`config.mk`:
```
export PLATFORM = sky130hd
export DESIGN_NAME = siso_frame_rx
export DESIGN_NICKNAME = d
export VERILOG_FILES = /design/src/rtl/siso_pkg.sv /design/src/rtl/siso_rx_shreg.sv /design/src/rtl/siso_frame_rx.sv
export SDC_FILE = /design/constraint.sdc
export NUM_CORES = 1
export LEC_CHECK = 0
export CAP_MARGIN = 20
export CORE_MARGIN = 2
export CORE_UTILIZATION = 40
export CTS_CLUSTER_DIAMETER = 40
export DETAILED_ROUTE_END_ITERATION = 10
export PLACE_DENSITY_LB_ADDON = 0.15
export RECOVER_POWER = 100
export SKIP_LAST_GASP = 1
export SYNTH_ARGS = -nofsm -noshare
export SYNTH_HDL_FRONTEND = slang
export SYNTH_SLANG_ARGS = --single-unit
```
`constraint.sdc`:
```
create_clock -name clk -period 2.1 [get_ports clk]
set_input_delay 0.42 -clock clk [delete_from_list [all_inputs] [get_ports clk]]
set_output_delay 0.42 -clock clk [all_outputs]
set_load 0.05 [all_outputs]
```
`src/rtl/siso_pkg.sv`:
```
// Shared definitions for the serial shift-register link.
// Used by both the frame receiver and the matching transmitter.
package siso_pkg;

    typedef enum logic [1:0] {
        IDLE,
        DATA,
        PARITY,
        STOP
    } rx_state_t;

    localparam logic START_BIT = 1'b1;
    localparam logic STOP_BIT  = 1'b0;

    // Zero-extension leaves the XOR reduction unchanged
    function automatic logic even_parity(
        input logic [31:0] d
    );
        return ^d;
    endfunction

endpackage

```
`src/rtl/siso_rx_shreg.sv`:
```
// Right-shift register that collects LSB-first serial data.
module siso_rx_shreg #(
    parameter int WIDTH = 8
) (
    input  logic             clk,
    input  logic             clr,
    input  logic             en,
    input  logic             din,
    output logic [WIDTH-1:0] q
);

    always_ff @(posedge clk) begin
        if (clr) begin
            q <= '0;
        end else if (en) begin
            q <= {din, q[WIDTH-1:1]};
        end
    end

endmodule

```
`src/rtl/siso_frame_rx.sv`:
```
// Serial frame receiver: start bit, LSB-first data, optional
// even parity, stop bit; delivers words over valid/ready.
module siso_frame_rx
    import siso_pkg::*;
#(
    parameter int WIDTH     = 8,
    parameter int PARITY_EN = 1
) (
    input  logic             clk,
    input  logic             rst,
    input  logic             din,
    input  logic             bit_en,
    output logic [WIDTH-1:0] dout,
    output logic             valid,
    input  logic             ready,
    output logic             busy,
    output logic             frame_err,
    output logic             parity_err,
    output logic             overrun
);

    localparam int CW = (WIDTH > 1) ? $clog2(WIDTH) : 1;
    localparam logic [CW-1:0] LAST = CW'(WIDTH - 1);

    rx_state_t        state_q, state_d;
    logic [CW-1:0]    cnt_q, cnt_d;
    logic             perr_q, perr_d;
    logic [WIDTH-1:0] sh_q;
    logic             sh_en;
    logic             fe_d, pe_d, dlv;

    siso_rx_shreg #(
        .WIDTH(WIDTH)
    ) u_shreg (
        .clk (clk),
        .clr (rst),
        .en  (sh_en),
        .din (din),
        .q   (sh_q)
    );

    always_comb begin
        state_d = state_q;
        cnt_d   = cnt_q;
        perr_d  = perr_q;
        sh_en   = 1'b0;
        fe_d    = 1'b0;
        pe_d    = 1'b0;
        dlv     = 1'b0;
        if (bit_en) begin
            unique case (state_q)
                IDLE: begin
                    if (din == START_BIT) begin
                        state_d = DATA;
                        cnt_d   = '0;
                        perr_d  = 1'b0;
                    end
                end
                DATA: begin
                    sh_en = 1'b1;
                    if (cnt_q == LAST) begin
                        state_d = (PARITY_EN != 0) ? PARITY : STOP;
                    end else begin
                        cnt_d = cnt_q + 1'b1;
                    end
                end
                PARITY: begin
                    perr_d  = even_parity(32'(sh_q)) ^ din;
                    state_d = STOP;
                end
                STOP: begin
                    state_d = IDLE;
                    // A bad stop bit masks any parity outcome
                    if (din != STOP_BIT) begin
                        fe_d = 1'b1;
                    end else if (perr_q) begin
                        pe_d = 1'b1;
                    end else begin
                        dlv = 1'b1;
                    end
                end
                default: state_d = IDLE;
            endcase
        end
    end

    always_ff @(posedge clk) begin
        if (rst) begin
            state_q    <= IDLE;
            cnt_q      <= '0;
            perr_q     <= 1'b0;
            dout       <= '0;
            valid      <= 1'b0;
            frame_err  <= 1'b0;
            parity_err <= 1'b0;
            overrun    <= 1'b0;
        end else begin
            state_q    <= state_d;
            cnt_q      <= cnt_d;
            perr_q     <= perr_d;
            frame_err  <= fe_d;
            parity_err <= pe_d;
            // A word arriving while the held one is stalled is lost
            if (dlv) begin
                if (!valid || ready) begin
                    dout  <= sh_q;
                    valid <= 1'b1;
                end else begin
                    overrun <= 1'b1;
                end
            end else if (valid && ready) begin
                valid <= 1'b0;
            end
        end
    end

    assign busy = (state_q != IDLE);

endmodule

```
==> results.cfg <==
[outcome]
status = finished clean

[sta]
clock_skew_ns = 0.00583
hold_viol = 0
relSlewSlack = 0.656
layout_setup_ws_ns = 0.120
setup_viol = 0
maxSlewViolCount = 0
rsz0062_at_grt = false
tightest_slew_ns = 0.515
fmax_mhz = 505
setup_tns_ns = 0
min_period_ns = 1.98
holdWs_ns = 0.462
period_share = 0.943

[worst_hold_path]
holdPathEnd = dout[5]$_SDFFE_PP0P_
min-delay-start = dout[5]$_SDFFE_PP0P_
whs_path_depth = 2
hp-class = flip-flop to flip-flop

[synthesis]
ys_seq_elements = 26
synth_seq_area_share = 0.438
synth_cell_types = 29
syn_avg_cell_area_um2 = 8.80
synth.net_count = 147
syn_area_um2 = 1190
synth_warnings = 0
netlist_instances = 135

[setup_path]
crit_path_start_kind = flip-flop
crit_path_max_fanout = 2
slowest_delay_ns = 0.87
worst_setup_path_end_kind = primary output
path_cells = dlygate4sd3_1
critPathTopFamily = buffers and inverters
crit_type = flip-flop to primary output
crit-reg2reg-launch = state_q[0]$_SDFFE_PP0P_
path_buf_inv = 1
cp_data_required_time_ns = 1.68
cp.arrival_ns = 1.56
critPathSlowestCell = dlygate4sd3_1
worstRegToRegCells = 6
r2r_setup_slack_ns = 0.38
r2r-end = cnt_q[0]$_SDFFE_PP0P_
critical_path_depth = 1

[clock_network]
cts_hold_buf = 0
cts_tree = done
clock_sinks = 26
clk_latency_ns = 0.32
cts-root-buf = clkbuf_4
cts_setup_buffers = 0
clkTransAtPathRegs_ns = 0.15
cts_resized = 0
cts_buffers = 3
cts.htree.levels = 1
clockBufferDepth = 2

[place]
dpl_cell_area_um2 = 1420
dp_hpwl_mm = 1.75
place_ws_ns = 0.147
place_inst = 181
portBuffers = 17
gp_congestion = 0.718

[layout]
final_layout_size_suffix_gt1_frac = 0.0779
fill_cells = 278
fin_area_um2 = 1420
layout_common_cells = 26 x dfxtp_1, 25 x nand2_1, 19 x a21oi_1
final_common_cell = dfxtp_1
diodes = 0
area_growth_pct = 19.9
fin_nets = 167
fin_cells = 185

[routing]
wl_per_cell_um = 12.4
wl_mm = 2.29
drc = 0
via_per_inst = 5.23
antenna_left = 0
drtIter0Drc = 25
dr_total_vias = 968
firstDrtPassIters = 4

[global_route]
antenna_found_initial = 0
grt_max_degree = 19
overflow = 0
grt_pass1_wl_mm = 4.04
grt_usage = 0.152
grt_pass1_vias = 899

[pwr]
p_per_area_nw_per_um2 = 673
p_leak_nw = 0.564
ir_drop_mv = 0.386

[floorplan]
die_area_um2 = 3420
start_util = 0.427
die_w_um = 58.5
core-area_um2 = 2780
rows = 19
fp.dieH_um = 58.5
pin_count = 18

[job]
cap_violations = 0
[per-stage QoR]
stage	util	power (mW)
5_1_grt	0.512	1.00
3_5_place_dp	0.509	0.647
3_3_place_gp	0.509	0.642
6_report	0.512	0.958
4_1_cts	0.528	0.995
2_1_floorplan	-	0.602
[worst register-to-register path, delay by kind of cell (launching register included)]
kind	cells	cell delay (ns)
simple gates	2	0.56
fa+ha+maj	1	0.27
buf+inv	1	0.10
compound gates	2	0.34
flops	1	0.39
[worst max path at each step]
stage                             from                     to  slack (ns)
2_1_floorplan  state_q[0]$_SDFFE_PP0P_  cnt_q[0]$_SDFFE_PP0P_        0.58
3_3_place_gp                       din  cnt_q[0]$_SDFFE_PP0P_        0.17
3_5_place_dp                       din  cnt_q[0]$_SDFFE_PP0P_        0.15
4_1_cts             valid$_SDFFE_PP0P_                  valid        0.12
5_1_grt           dout[0]$_SDFFE_PP0P_                dout[0]        0.06
6_report          dout[0]$_SDFFE_PP0P_                dout[0]        0.12
[metal layers]
layer / track usage / vias up / wire length, um
li1: - / 496 / -
met1: 0.217 / 449 / 1160
met2: 0.231 / 19 / 1010
met5: 0 / - / 0
met4: 0.0498 / 0 / 25
met3: 0.0264 / 4 / 88
[where the power goes]
part           total, mW  leakage [nW]  switching [mW]  internal, mW
Sequential         0.505         0.210         0.00564         0.499
Combinational      0.108         0.327          0.0680        0.0403
Clock              0.345        0.0279           0.152         0.193
[cells in the mapped netlist]
cell type | count | area share
xor2_1 | 2 | 0.015
and4bb_2 | 1 | 0.011
nor2b_1 | 1 | 0.0053
nand2b_1 | 2 | 0.011
mux2_2 | 1 | 0.0095
dfxtp_1 | 26 | 0.44
a31oi_1 | 1 | 0.0053
and3_2 | 1 | 0.0063
xnor2_1 | 4 | 0.030
nand2_1 | 25 | 0.079
inv_1 | 4 | 0.013
xnor3_1 | 1 | 0.019
nor3_1 | 1 | 0.0042
a21oi_2 | 1 | 0.0074
clkbuf_1 | 6 | 0.019
mux2i_1 | 1 | 0.0084
o2111ai_4 | 1 | 0.022
a21oi_1 | 19 | 0.080
a211oi_1 | 1 | 0.0063
nand2b_4 | 1 | 0.012
or2_1 | 2 | 0.011
buf_2 | 1 | 0.0042
or3b_1 | 1 | 0.0074
ha_1 | 7 | 0.074
and4b_1 | 1 | 0.0084
nand3_1 | 18 | 0.076
o21ai_1 | 1 | 0.0042
nor2_1 | 3 | 0.0095
nand3b_1 | 1 | 0.0063
[flip-flops by register name (all words and copies together), names as in the netlist]
name and flops:
dout 8, valid 1, u_shreg.q 8, parity_err 1, overrun 1, cnt_q 3
perr_q 1, frame_err 1, state_q 2
[layout make-up]
cell class | count | area (um^2) | share of cell area
clock buffers | 3 | 22.5 | 0.0158
clock inverters | 1 | 30.0 | 0.0211
inverters | 4 | 15.0 | 0.0105
multi-input cells | 98 | 602 | 0.423
flip-flops and latches | 26 | 520 | 0.366
well taps | 31 | 38.8 | 0.0272
repair buffers | 22 | 195 | 0.137
[kinds of logic after synthesis]
logic type	Yosys count	synth area share
AOI/OAI and AO/OA	24	0.125
xor gates and xnor gates	7	0.0632
buffers and inverters	11	0.0358
adders and majority gates	7	0.0738
muxes	2	0.0179
DFF	26	0.438
and+or+nand+nor	58	0.246
(Power assumes the default switching activity.)
